File: config.mk
export PLATFORM = sky130hd
export DESIGN_NAME = rgb_pwm_ctrl
export DESIGN_NICKNAME = d
export VERILOG_FILES = /design/src/rtl/rgb_pwm_ctrl.sv
export SDC_FILE = /design/constraint.sdc
export NUM_CORES = 1
export LEC_CHECK = 0
export ABC_AREA = 1
export BUFFER_PORTS_ARGS = -buffer_cell sky130_fd_sc_hd__buf_2
export CAP_MARGIN = 30
export CORE_ASPECT_RATIO = 0.6
export CORE_MARGIN = 4
export CORE_UTILIZATION = 35
export DETAILED_ROUTE_END_ITERATION = 8
export GPL_TIMING_DRIVEN = 0
export HOLD_SLACK_MARGIN = 0.15
export PLACE_DENSITY = 0.56
export SETUP_SLACK_MARGIN = 0.15
export SYNTH_ARGS = -nofsm -noshare
export SYNTH_HDL_FRONTEND = slang
export SYNTH_SLANG_ARGS = --single-unit
export TNS_END_PERCENT = 5
File: constraint.sdc
create_clock -name clk -period 11 [get_ports clk]
set_clock_uncertainty 0.15 [all_clocks]
set_input_delay 3.3 -clock clk [delete_from_list [all_inputs] [get_ports clk]]
set_output_delay 3.3 -clock clk [all_outputs]
set_load 0.05 [all_outputs]
File: src/rtl/rgb_pwm_ctrl.sv
// rtl/rgb_pwm_ctrl.sv - three-channel RGB LED PWM controller with warmup sequencing and blink
module rgb_pwm_ctrl #(
   parameter int WARMUP_CYCLES = 16
) (
   input  logic        clk,
   input  logic        reset,
   input  logic        cs,
   input  logic        we,
   input  logic [7:0]  address,
   input  logic [31:0] write_data,
   output logic [31:0] read_data,
   output logic        ready,
   output logic        rgb0_pwm,
   output logic        rgb1_pwm,
   output logic        rgb2_pwm,
   output logic        rgb_led_en,
   output logic        curr_en
);

   localparam int WC = (WARMUP_CYCLES < 1) ? 1 : WARMUP_CYCLES;
   localparam int WW = $clog2(WC + 1);
   localparam logic [WW-1:0] WARM_LAST = WW'(WC - 1);

   localparam logic [7:0] A_CTRL     = 8'h08;
   localparam logic [7:0] A_STATUS   = 8'h09;
   localparam logic [7:0] A_PRESCALE = 8'h10;
   localparam logic [7:0] A_DUTY0    = 8'h20;
   localparam logic [7:0] A_DUTY1    = 8'h21;
   localparam logic [7:0] A_DUTY2    = 8'h22;
   localparam logic [7:0] A_BLINK    = 8'h30;

   typedef enum logic [1:0] {S_OFF = 2'd0, S_WARMUP = 2'd1, S_ON = 2'd2} state_t;

   state_t          state_q;
   logic [WW-1:0]   warm_cnt_q;
   logic            ctrl_en_q;
   logic [15:0]     prescale_q;
   logic [2:0][7:0] duty_q;
   logic [7:0]      blink_q;

   logic [15:0]     presc_cnt_q, presc_cnt_d;
   logic [7:0]      pwm_cnt_q, pwm_cnt_d;
   logic [7:0]      blink_cnt_q, blink_cnt_d;
   logic            blink_on_q, blink_on_d;
   logic [2:0][7:0] duty_act_q, duty_act_d;
   logic [2:0]      pwm_d;
   logic [31:0]     rdata_d;
   logic            is_on, tick, wrap;

   logic unused_wdata;
   assign unused_wdata = ^write_data[31:16];

   always_comb begin
      is_on       = (state_q == S_ON);
      tick        = is_on && (presc_cnt_q == prescale_q);
      wrap        = tick && (pwm_cnt_q == 8'hFF);
      presc_cnt_d = '0;
      pwm_cnt_d   = '0;
      blink_cnt_d = '0;
      blink_on_d  = 1'b1;
      duty_act_d  = duty_q;
      // Outside ON everything idles at a fresh-period state and tracks DUTYn live.
      if (is_on) begin
         presc_cnt_d = tick ? 16'd0 : presc_cnt_q + 16'd1;
         pwm_cnt_d   = tick ? pwm_cnt_q + 8'd1 : pwm_cnt_q;
         duty_act_d  = wrap ? duty_q : duty_act_q;
         blink_cnt_d = blink_cnt_q;
         blink_on_d  = blink_on_q;
         if (blink_q == 8'd0) begin
            blink_cnt_d = '0;
            blink_on_d  = 1'b1;
         end else if (wrap) begin
            if (blink_cnt_q >= blink_q) begin
               blink_cnt_d = '0;
               blink_on_d  = ~blink_on_q;
            end else begin
               blink_cnt_d = blink_cnt_q + 8'd1;
            end
         end
      end
      for (int i = 0; i < 3; i++) begin
         pwm_d[i] = is_on && blink_on_q && (pwm_cnt_q < duty_act_q[i]);
      end
   end

   always_comb begin
      rdata_d = '0;
      if (cs && !we) begin
         case (address)
            A_CTRL:     rdata_d = {31'd0, ctrl_en_q};
            A_STATUS:   rdata_d = {30'd0, (state_q == S_WARMUP), is_on};
            A_PRESCALE: rdata_d = {16'd0, prescale_q};
            A_DUTY0:    rdata_d = {24'd0, duty_q[0]};
            A_DUTY1:    rdata_d = {24'd0, duty_q[1]};
            A_DUTY2:    rdata_d = {24'd0, duty_q[2]};
            A_BLINK:    rdata_d = {24'd0, blink_q};
            default:    rdata_d = '0;
         endcase
      end
   end

   always_ff @(posedge clk or posedge reset) begin
      if (reset) begin
         state_q     <= S_OFF;
         warm_cnt_q  <= '0;
         ctrl_en_q   <= 1'b0;
         prescale_q  <= '0;
         duty_q      <= '0;
         blink_q     <= '0;
         presc_cnt_q <= '0;
         pwm_cnt_q   <= '0;
         blink_cnt_q <= '0;
         blink_on_q  <= 1'b0;
         duty_act_q  <= '0;
         read_data   <= '0;
         ready       <= 1'b0;
         rgb0_pwm    <= 1'b0;
         rgb1_pwm    <= 1'b0;
         rgb2_pwm    <= 1'b0;
         rgb_led_en  <= 1'b0;
         curr_en     <= 1'b0;
      end else begin
         ready       <= cs;
         read_data   <= rdata_d;
         presc_cnt_q <= presc_cnt_d;
         pwm_cnt_q   <= pwm_cnt_d;
         blink_cnt_q <= blink_cnt_d;
         blink_on_q  <= blink_on_d;
         duty_act_q  <= duty_act_d;
         rgb0_pwm    <= pwm_d[0];
         rgb1_pwm    <= pwm_d[1];
         rgb2_pwm    <= pwm_d[2];

         if (cs && we) begin
            case (address)
               A_CTRL:     ctrl_en_q  <= write_data[0];
               A_PRESCALE: prescale_q <= write_data[15:0];
               A_DUTY0:    duty_q[0]  <= write_data[7:0];
               A_DUTY1:    duty_q[1]  <= write_data[7:0];
               A_DUTY2:    duty_q[2]  <= write_data[7:0];
               A_BLINK:    blink_q    <= write_data[7:0];
               default:    ;
            endcase
         end

         case (state_q)
            S_OFF: begin
               warm_cnt_q <= '0;
               if (ctrl_en_q) begin
                  state_q <= S_WARMUP;
                  curr_en <= 1'b1;
               end
            end
            S_WARMUP: begin
               if (!ctrl_en_q) begin
                  state_q <= S_OFF;
                  curr_en <= 1'b0;
               end else if (warm_cnt_q == WARM_LAST) begin
                  state_q    <= S_ON;
                  rgb_led_en <= 1'b1;
               end else begin
                  warm_cnt_q <= warm_cnt_q + 1'b1;
               end
            end
            S_ON: begin
               if (!ctrl_en_q) begin
                  state_q    <= S_OFF;
                  curr_en    <= 1'b0;
                  rgb_led_en <= 1'b0;
               end
            end
            default: begin
               state_q    <= S_OFF;
               curr_en    <= 1'b0;
               rgb_led_en <= 1'b0;
            end
         endcase
      end
   end

endmodule

# Yosys cells after proc, flatten, opt, wreduce, memory -nomap -nowiden
# Index checks and enable logic that the tools add are counted.
classes:
  addsub: 4
  order_cmp: 4
  eq_ne: 23
  n_mux: 30
  n_bitwise: 2
  reduce_logical: 24
op_table:
  columns: ["operator", "count"]
  rows:
  - ["16-bit case mux with 7 select lines", 1]
  - ["16-bit two-way mux", 3]
  - ["24-bit two-way mux", 2]
  - ["8-bit two-way mux", 6]
  - ["8-bit by 6-bit == test with 1-bit output (second input constant)", 4]
  - ["8-bit less-than comparator", 3]
  - ["16-bit by 1-bit adder with 16-bit output (second input constant)", 1]
  - ["8-bit by 1-bit adder with 8-bit output (second input constant)", 2]
  - ["16-bit == test", 1]
  - ["8-bit by 4-bit == test with 1-bit output (second input constant)", 2]
  - ["2-bit AND reduction", 8]
  - ["5-bit two-way mux", 2]
  - ["2-bit inequality test (second input constant)", 5]
  - ["5-bit case mux with 2 select lines", 1]
  - ["8-bit by 5-bit == test with 1-bit output (second input constant)", 1]
  - ["8-bit == test (second input constant)", 1]
  - ["8-bit greater-or-equal comparator", 1]
  - ["1-bit logical AND", 8]
  - ["8-bit zero test", 1]
  - ["1-bit two-way mux", 8]
  - ["2-bit two-way mux", 4]
  - ["2-bit by 1-bit inequality test with 1-bit output (second input constant)", 3]
  - ["3-bit by 1-bit inequality test with 1-bit output (second input constant)", 2]
  - ["2-bit case mux with 3 select lines", 1]
  - ["14 further kinds", 16]
totals:
  ff_bits: 151
  input_bits: 44
  output_inout_bits: 38
  word_cells: 109

# Logic depth before layout (Yosys ltp)
# Gate-level depths: netlist of run 1.
logic_depth:
  word_depth: 6
  depth_mapped: 12
  mapped_depth_nobuf: 11

# Worst setup path before layout of run 1
# Ideal clock, no wire load.
synth_path:
  path_kind: "input -> register"
  from: "input port address[7]"
  to: "register duty_q[0] in the netlist's numbering"
  arrival_ns: 4.380
  required_time_ns: 10.731
  setup_slack_ns: 6.351
  stages: 9
  path_buffers: 1
  path_cell_list: "nor2_2 inv_2 nor3_4 nand2_2 nor2_8 nand2_4 buf_6 nand2_1 o21ai_2"
synth_via:
  elab_chain_len: 2
synth_lines:
  columns: ["element", "line", "text"]
  rows:
  - ["from (decl)", "9", "input logic [7:0] address,"]
  - ["8-bit by 6-bit == test with 1-bit output", "135", "case (address)"]
  - ["2-bit AND reduction (no line)", null, null]
  - ["to (decl)", "38", "logic [2:0][7:0] duty_q;"]
# No other way between the ends.
# A chain may end at the register's enable or synchronous reset.

# Worst setup path in the final report of run 1
layout_path:
  from: "input port address[0]"
  to: "register read_data[5]"
layout_via:
  elab_chain_len: 3
  word_cells_on_any_way: 9
  cone_classes: "eq/ne (7); mux (2)"
layout_lines:
  columns: ["element", "line", "text"]
  rows:
  - ["8-bit by 6-bit == test with 1-bit output (tied with other cells)", "89", "case (address)"]
  - ["16-bit case mux with 7 select lines *", "89", null]
  - ["16-bit two-way mux *", "88", "if (cs && !we) begin"]
  - ["via rdata_d[5]", "47", "logic [31:0] rdata_d;"]
  - ["to (signal assigned)", "124", "read_data <= rdata_d;"]
  - ["to (decl)", "11", "output logic [31:0] read_data,"]
# Mark *: on every way through the listed nets, which the timed path passes. The rest lies on a longest branch.

==> flow_metrics.env, run 1 <==
export IMPL_die_w_um=195
export IMPL_area_growth_pct=17.7
export IMPL_arrival_ns=4.97
export IMPL_start_util_pct=36.1
export IMPL_cts_sinks=135
export IMPL_cp_cell_sequence="buf_2 -> inv_1 -> nand2_2 -> nor2_4 -> nand4_1 -> o211ai_1 -> o21ai_0 -> nor2_1"
export IMPL_startpoint_type="input pin"
export IMPL_worstPathRequired_ns=11.15
export IMPL_synth_edff_count=0
export IMPL_post_drt_wl_per_cell_um=16.1
export IMPL_portBuffers=49
export IMPL_syn_avg_cell_area_um2=8.34
export IMPL_whs_path_depth=2
export IMPL_place_area_um2=8040
export IMPL_leakage_uw=0.00431
export IMPL_clockBufferDepth=2
export IMPL_final_cell_mix="nand2_1 (198), dfrtp_1 (135), inv_1 (114)"
export IMPL_final_area_um2=8640
export IMPL_final_nets=1046
export IMPL_end_kind="register"
export IMPL_synth_top_area_share_pct=46.0
export IMPL_grt_max_degree=69
export IMPL_max_vdd_ir_drop_mv=0.0950
export IMPL_period_share_pct=43.8
export IMPL_root_buffer="clkbuf_16"
export IMPL_path_delay_family="simple AND/OR/NAND/NOR gates"
export IMPL_die_area_um2=23400
export IMPL_async_reset_ff_share_pct=100
export IMPL_die_h_um=120
export IMPL_antenna_left=0
export IMPL_vias_per_cell=4.86
export IMPL_synth_area_um2=7340
export IMPL_worstMarginPinSlew_ns=0.872
export IMPL_yosys_most_used_dff="dfrtp_1"
export IMPL_diodes=0
export IMPL_dr_total_vias=6066
export IMPL_slew_headroom_pct=41.4
export IMPL_powerDensity_nw_per_um2=169
export IMPL_grt_pass1_wl_um=32800
export IMPL_cts_hold_fix_buffers=0
export IMPL_synth_cell_type_count=48
export IMPL_max_cap_viol_count=0
export IMPL_rsz0062_at_grt="no"
export IMPL_cts_setup_buffers=0
export IMPL_seqCellArea_um2=3380
export IMPL_crit_fanout=8
export IMPL_r2r_start="pwm_cnt_q[0]"
export IMPL_num_fill_cells=2084
export IMPL_ys_warn_count=0
export IMPL_hold_viol=0
export IMPL_multi_input_area_um2=3270
export IMPL_maxSlewViolCount=0
export IMPL_cp_buffers_inverters=2
export IMPL_first_pass_iters=5
export IMPL_drcViolationCount=0
export IMPL_dp_cells=1219
export IMPL_instances_no_fill=1249
export IMPL_ctsResizeCount=0
export IMPL_mostFrequentLayoutCell="nand2_1"
export IMPL_netlist_top_cells_area="dfrtp_1 (46%), nand2_1 (10%), ha_1 (6.3%), inv_1 (5.9%), o21ai_0 (3.8%)"
export IMPL_tns_ns=0
export IMPL_setup_viol=0
export IMPL_drtIter0Drc=510
export IMPL_gp_congestion=0.891
export IMPL_synth_cells=880
export IMPL_clock_latency_ns=0.42
export IMPL_grt_ovfl_total=0
export IMPL_io_pins=82
export IMPL_r2r_setup_slack_ns=8.78
export IMPL_grt_pass1_vias=5832
export IMPL_r2r_cells=11
export IMPL_antenna_found_initial=0
export IMPL_clk_pin_slew_ns=0.06
export IMPL_place_ws_ns=5.81
export IMPL_max_freq_mhz=207
export IMPL_drive_above_1_share_pct=18.2
export IMPL_fin_crit_ns=4.82
export IMPL_cts_tree="built"
export IMPL_htreeDepth=4
export IMPL_r2r_end="blink_on_q"
export IMPL_crit_type="input pin to register"
export IMPL_coreArea_um2=20300
export IMPL_cts_inserted_buffers=17
export IMPL_cp_slowest_cell="nand4_1"
export IMPL_grt_total_usage_pct=17.9
export IMPL_rows=40
export IMPL_totalWireLength_um=20100
export IMPL_hold_end="blink_q[5]"
export IMPL_seq_area_frac_synth_pct=46.0
export IMPL_critPathLaunch="address[0]"
export IMPL_slowest_delay_ns=0.29
export IMPL_min_path_type="register to register"
export IMPL_worst_slack_ns=6.18
export IMPL_ys_ff_latch=135
export IMPL_status="completed"
export IMPL_hold_start="blink_q[5]"
export IMPL_hpwl_um=15600
export IMPL_yosys_area_top_type="dfrtp_1"
[layer usage]
metal,wire [µm],global-route usage (%)
met5,0,0
met4,214,4.05
met3,1200,4.09
met2,7700,22.6
met1,11000,29.8
[worst register-to-register path, cell delays in order (launching register included)]
cell,delay [ns]
dfrtp_1,0.59
ha_1,0.28
nand2_1,0.08
nor2_1,0.19
nand3_1,0.10
inv_1,0.11
nand3_4,0.11
buf_4,0.21
nand3_4,0.12
nand2_1,0.07
nand2_1,0.05
nand2_1,0.05
[cell usage after synthesis (all sizes together), types with 3 or more instances]
cell type / count
nand4: 28
nor2: 74
a31oi: 4
nand3: 46
o211ai: 3
o21ai: 92
inv: 126
dfrtp: 135
nor3: 25
o22ai: 3
ha: 37
buf: 30
o21a: 3
nand2: 211
clkbuf: 7
a21oi: 32
xor2: 9
[how the worst max path moves through the flow]
stage	endpoint	depth (start not counted)	slack, ns
floorplan	blink_cnt_q[0]	1	3.94
global placement	duty_act_q[9]	2	2.10
detailed placement	read_data[5]	8	5.81
CTS	read_data[5]	8	6.24
global route	read_data[5]	8	5.94
finish	read_data[5]	8	6.18
[metrics by stage]
step	power, µW	hold WS (ns)	util [%]
2_1_floorplan	787	0.303	-
6_report	1460	0.333	42.5
3_3_place_gp	878	0.317	39.3
4_1_cts	1470	0.338	42.5
3_5_place_dp	883	0.324	39.6
5_1_grt	1530	0.359	42.5
[state kept, by name, summed over array words and instances (netlist names), 2 cells and up]
register     cells
blink_q          8
state_q          2
presc_cnt_q     16
blink_cnt_q      8
pwm_cnt_q        8
prescale_q      16
duty_act_q      24
warm_cnt_q       5
read_data       16
duty_q          24
[where the power goes]
part,switching [µW],internal [µW],total [µW],leakage [µW]
registers,22.3,524,547,0.00182
logic,231,98.1,329,0.00222
clock network,224,361,584,0.000274
[area by class of cell]
cell class	count	area share, %
clock buffers	19	5.13
well taps	273	3.95
repair buffers	51	3.48
multi-input cells	597	37.9
clock inverters	11	1.74
flip-flops and latches	135	39.1
inverters	126	5.53
plain buffers	37	3.14
[kinds of logic (layout without fill, tap and decap cells)]
logic type	count (synthesis)	count (layout)	synth area share, %
mux	1	1	0.153
compound gates	145	145	11.9
buf+inv	163	244	10.1
fa+ha+maj	37	37	6.31
xor+xnor	10	10	1.19
other cells	1	16	0.0511
simple gates	388	388	24.2
flops	135	135	46.0
Power figures use the tool's default switching activity.
==> run 2, diff against run 1 <==
--- a/config.mk
+++ b/config.mk
@@ -14,7 +14,7 @@
 export DETAILED_ROUTE_END_ITERATION = 8
 export GPL_TIMING_DRIVEN = 0
 export HOLD_SLACK_MARGIN = 0.15
-export PLACE_DENSITY = 0.56
+export PLACE_DENSITY = 0.58
 export SETUP_SLACK_MARGIN = 0.15
 export SYNTH_ARGS = -nofsm -noshare
 export SYNTH_HDL_FRONTEND = slang
==> constraint.sdc (replaced) <==
create_clock -name clk -period 3.95 [get_ports clk]
set_clock_uncertainty 0.15 [all_clocks]
set_input_delay 1.185 -clock clk [delete_from_list [all_inputs] [get_ports clk]]
set_output_delay 1.185 -clock clk [all_outputs]
set_load 0.05 [all_outputs]
==> flow_metrics.env, run 2 (synthesis gave the netlist of run 1 again) <==
export IMPL_portBuffers=49
export IMPL_min_path_type="register to register"
export IMPL_mostFrequentLayoutCell="nand2_1"
export IMPL_tns_ns=0
export IMPL_clock_latency_ns=0.43
export IMPL_rsz0062_at_grt="no"
export IMPL_cp_buffers_inverters=2
export IMPL_max_cap_viol_count=0
export IMPL_dp_cells=1220
export IMPL_p_comb_share_pct=21.7
export IMPL_die_h_um=120
export IMPL_grt_ovfl_total=0
export IMPL_final_area_um2=8700
export IMPL_grt_pass1_vias=5590
export IMPL_slew_headroom_pct=47.8
export IMPL_period_share_pct=70.6
export IMPL_slowest_delay_ns=0.33
export IMPL_cp_slowest_cell="nor2_1"
export IMPL_netSwitchingFraction_pct=32.6
export IMPL_status="completed"
export IMPL_crit_fanout=8
export IMPL_powerDensity_nw_per_um2=487
export IMPL_grt_total_usage_pct=17.6
export IMPL_clockPowerShare_pct=42.3
export IMPL_instances_no_fill=1252
export IMPL_final_nets=1047
export IMPL_top_regs="duty_act_q: 24 flops, duty_q: 24 flops"
export IMPL_num_fill_cells=2065
export IMPL_fin_crit_ns=2.79
export IMPL_clockBufferDepth=2
export IMPL_antenna_left=0
export IMPL_final_cell_mix="nand2_1 (198), dfrtp_1 (135), inv_1 (114)"
export IMPL_die_w_um=195
export IMPL_first_pass_iters=5
export IMPL_power_share_sequential_pct=35.9
export IMPL_clk_pin_slew_ns=0.06
export IMPL_setup_viol=0
export IMPL_leakage_uw=0.00435
export IMPL_antenna_found_initial=0
export IMPL_max_vdd_ir_drop_mv=0.363
export IMPL_grt_pass1_wl_um=32200
export IMPL_area_growth_pct=18.5
export IMPL_place_area_um2=8050
export IMPL_cts_inserted_buffers=17
export IMPL_worstMarginPinSlew_ns=0.776
export IMPL_maxSlewViolCount=0
export IMPL_ctsResizeCount=0
export IMPL_path_delay_family="simple AND/OR/NAND/NOR gates"
export IMPL_hpwl_um=15600
export IMPL_cp_cell_sequence="buf_2 -> inv_1 -> nand2_2 -> nor2_4 -> nand4_1 -> o211ai_1 -> o21ai_0 -> nor2_1"
export IMPL_vias_per_cell=4.90
export IMPL_drtIter0Drc=525
export IMPL_start_util_pct=36.1
export IMPL_dr_total_vias=6140
export IMPL_totalWireLength_um=20300
export IMPL_grt_max_degree=40
export IMPL_end_kind="register"
export IMPL_whs_ns=0.333
export IMPL_coreArea_um2=20300
export IMPL_io_pins=82
export IMPL_root_buffer="clkbuf_16"
export IMPL_crit_type="input pin to register"
export IMPL_worstPathRequired_ns=4.10
export IMPL_cts_sinks=135
export IMPL_cts_setup_buffers=0
export IMPL_rows=40
export IMPL_htreeDepth=4
export IMPL_cts_hold_fix_buffers=0
export IMPL_hold_viol=0
export IMPL_drive_above_1_share_pct=18.6
export IMPL_die_area_um2=23400
export IMPL_max_freq_mhz=358
export IMPL_p_sw_uw=1380
export IMPL_post_drt_wl_per_cell_um=16.2
export IMPL_startpoint_type="input pin"
export IMPL_intPower_uw=2860
export IMPL_arrival_ns=2.94
export IMPL_diodes=0
export IMPL_gp_congestion=0.913
export IMPL_cts_tree="built"
export IMPL_drcViolationCount=0
==> run 2: final cells by class <==
| type | count | area, µm² | share of cell area, % |
|---|---|---|---|
| Inverter | 126 | 477 | 5.48 |
| Sequential cell | 135 | 3380 | 38.8 |
| Timing Repair Buffer | 52 | 305 | 3.51 |
| Buffer | 37 | 272 | 3.12 |
| Multi-Input combinational cell | 597 | 3270 | 37.6 |
| Tap cell | 273 | 342 | 3.93 |
| Clock buffer | 17 | 425 | 4.89 |
| Clock inverter | 15 | 226 | 2.60 |
==> run 2: worst register-to-register path: stages, from the launching register on <==
cell     delay, ns
dfrtp_1       0.62
ha_1          0.29
nand2_1       0.08
nor2_1        0.18
nand3_1       0.09
inv_1         0.10
nand3_4       0.11
buf_4         0.22
nand3_4       0.11
nand2_1       0.07
nand2_1       0.08
nand2_1       0.07
==> run 2: path summary, 6_finish.rpt <==
check	start	end	slack, ns	cells after the start
hold reg to reg	blink_q[5]	blink_q[5]	0.33	2
min in group asynchronous	reset	duty_act_q[9]	0.69	2
setup reg to reg	pwm_cnt_q[1]	blink_on_q	1.66	11
setup / recovery	address[0]	read_data[3]	1.16	8
max in group asynchronous	reset	blink_cnt_q[2]	2.08	4
hold / removal	blink_q[5]	blink_q[5]	0.33	2
==> run 2: metal layers <==
layer	share of wire [%]	global-route usage [%]
met5	0	0
met4	0.83	3.79
met3	6.6	3.37
met2	39	22.7
met1	54	29.6
==> run 2: metrics by stage <==
stage / util (%) / worst slack, ns / power [µW]
6_report: 42.8 / 1.16 / 4240
3_3_place_gp: 39.3 / -0.0867 / 2440
3_5_place_dp: 39.6 / 0.832 / 2460
5_1_grt: 42.8 / 1.03 / 4420
2_1_floorplan: - / 0.936 / 2190
4_1_cts: 42.8 / 1.27 / 4260
==> run 2: power groups by stage <==
stage | combinational, µW | clock, µW | sequential [µW]
final | 921 | 1790 | 1520
after global routing | 1010 | 1880 | 1530
after CTS | 921 | 1820 | 1520
after detailed placement | 910 | 0 | 1550
after global placement | 894 | 0 | 1550
after floorplan | 622 | 0 | 1570
==> run 3, diff against run 2 <==
--- a/config.mk
+++ b/config.mk
@@ -14,7 +14,7 @@
 export DETAILED_ROUTE_END_ITERATION = 8
 export GPL_TIMING_DRIVEN = 0
 export HOLD_SLACK_MARGIN = 0.15
-export PLACE_DENSITY = 0.58
+export PLACE_DENSITY = 0.56
 export SETUP_SLACK_MARGIN = 0.15
 export SYNTH_ARGS = -nofsm -noshare
 export SYNTH_HDL_FRONTEND = slang
==> constraint.sdc (replaced) <==
create_clock -name clk -period 2.6 [get_ports clk]
set_clock_uncertainty 0.15 [all_clocks]
set_input_delay 0.78 -clock clk [delete_from_list [all_inputs] [get_ports clk]]
set_output_delay 0.78 -clock clk [all_outputs]
set_load 0.05 [all_outputs]
==> flow_metrics.env, run 3 (synthesis gave the netlist of run 1 again) <==
export IMPL_drtIter0Drc=523
export IMPL_grt_total_usage_pct=18.1
export IMPL_htreeDepth=4
export IMPL_final_nets=1047
export IMPL_place_area_um2=8050
export IMPL_area_growth_pct=18.7
export IMPL_io_pins=82
export IMPL_hold_viol=0
export IMPL_root_buffer="clkbuf_16"
export IMPL_clk_pin_slew_ns=0.07
export IMPL_grt_pass1_vias=5603
export IMPL_cp_slowest_cell="nand4_1"
export IMPL_r2r_end="blink_on_q"
export IMPL_gp_congestion=0.922
export IMPL_crit_type="input pin to register"
export IMPL_r2r_start="pwm_cnt_q[1]"
export IMPL_power_uw=6450
export IMPL_powerDensity_nw_per_um2=741
export IMPL_fin_crit_ns=2.20
export IMPL_start_util_pct=36.1
export IMPL_final_cell_mix="nand2_1 (198), dfrtp_1 (135), inv_1 (114)"
export IMPL_die_area_um2=23400
export IMPL_tns_ns=0
export IMPL_num_fill_cells=2089
export IMPL_max_freq_mhz=455
export IMPL_status="completed"
export IMPL_coreArea_um2=20300
export IMPL_first_pass_iters=7
export IMPL_r2r_setup_slack_ns=0.41
export IMPL_drcViolationCount=0
export IMPL_cts_inserted_buffers=17
export IMPL_path_delay_family="simple AND/OR/NAND/NOR gates"
export IMPL_worstPathRequired_ns=2.78
export IMPL_slowest_delay_ns=0.27
export IMPL_max_vdd_ir_drop_mv=0.493
export IMPL_post_drt_wl_per_cell_um=16.3
export IMPL_antenna_left=0
export IMPL_totalWireLength_um=20500
export IMPL_dr_total_vias=6064
export IMPL_worstMarginPinSlew_ns=0.717
export IMPL_die_h_um=120
export IMPL_grt_ovfl_total=0
export IMPL_clock_latency_ns=0.43
export IMPL_min_path_type="input pin to asynchronous set/reset pin"
export IMPL_met3_wirelength_um=1240
export IMPL_vias_per_cell=4.84
export IMPL_startpoint_type="input pin"
export IMPL_max_cap_viol_count=0
export IMPL_cts_tree="built"
export IMPL_rsz0062_at_grt="no"
export IMPL_final_area_um2=8710
export IMPL_cp_cell_sequence="buf_2 -> inv_1 -> nand2_2 -> nor2_4 -> nand4_1 -> o211ai_1 -> o21ai_0 -> nor2_2"
export IMPL_grt_pass1_wl_um=32900
export IMPL_crit_fanout=8
export IMPL_clockBufferDepth=2
export IMPL_rows=40
export IMPL_drt_met1_wl_um=11400
export IMPL_cts_sinks=135
export IMPL_diodes=0
export IMPL_die_w_um=195
export IMPL_cp_buffers_inverters=2
export IMPL_r2r_cells=11
export IMPL_portBuffers=49
export IMPL_highest_layer="met4"
export IMPL_period_share_pct=84.5
export IMPL_wl_met2_um=7680
export IMPL_slew_headroom_pct=51.8
export IMPL_setup_viol=0
export IMPL_fin_util_pct=42.9
export IMPL_arrival_ns=2.38
export IMPL_mostFrequentLayoutCell="nand2_1"
export IMPL_grt_max_degree=41
export IMPL_top_regs="duty_act_q: 24 flops, duty_q: 24 flops"
export IMPL_leakage_uw=0.00435
export IMPL_end_kind="register"
export IMPL_hpwl_um=15900
export IMPL_cts_hold_fix_buffers=0
export IMPL_drive_above_1_share_pct=18.5
export IMPL_maxSlewViolCount=0
export IMPL_antenna_found_initial=0
-- run 3: metal layers --
layer	track usage [%]	vias up
met5	0	-
met4	3.88	0
met3	4.20	13
met2	22.7	156
met1	30.2	2878
li1	-	3017
-- run 3: cell type report --
| class | count | area, µm² | area share (%) |
|---|---|---|---|
| Buffer | 37 | 272 | 3.12 |
| Multi-Input combinational cell | 597 | 3280 | 37.6 |
| Timing Repair Buffer | 52 | 305 | 3.50 |
| Tap cell | 273 | 342 | 3.92 |
| Inverter | 126 | 477 | 5.47 |
| Clock inverter | 13 | 228 | 2.61 |
| Clock buffer | 19 | 433 | 4.97 |
| Sequential cell | 135 | 3380 | 38.8 |
-- run 3: repair_timing --
item | 4_1_cts | 5_1_grt
buffers inserted | 0 | 0
endpoints found under the setup margin | 0 | 1
gates resized for setup | 0 | 1
-- run 3: worst max path at each step --
stage	from	slack (ns)	end	depth (start not counted)
6_report	address[0]	0.40	read_data[3]	8
5_1_grt	address[0]	0.19	read_data[3]	8
4_1_cts	address[0]	0.37	read_data[3]	8
3_5_place_dp	address[0]	-0.06	read_data[3]	8
3_3_place_gp	reset	-1.06	presc_cnt_q[10]	2
2_1_floorplan	reset	-0.009	blink_cnt_q[0]	1
-- run 3: metrics by stage --
step | setup WS, ns | hold WS, ns | std cells
floorplan | -0.00916 | 0.303 | 895
global placement | -1.06 | 0.320 | 1217
detailed placement | -0.0567 | 0.331 | 1220
CTS | 0.373 | 0.283 | 1252
global route | 0.193 | 0.310 | 1252
finish | 0.403 | 0.266 | 1252
-- run 3: where the power goes --
group	leakage, µW	internal [µW]	switching [µW]
clock network	0.000317	1800	981
registers	0.00182	2220	92.7
logic	0.00221	414	949
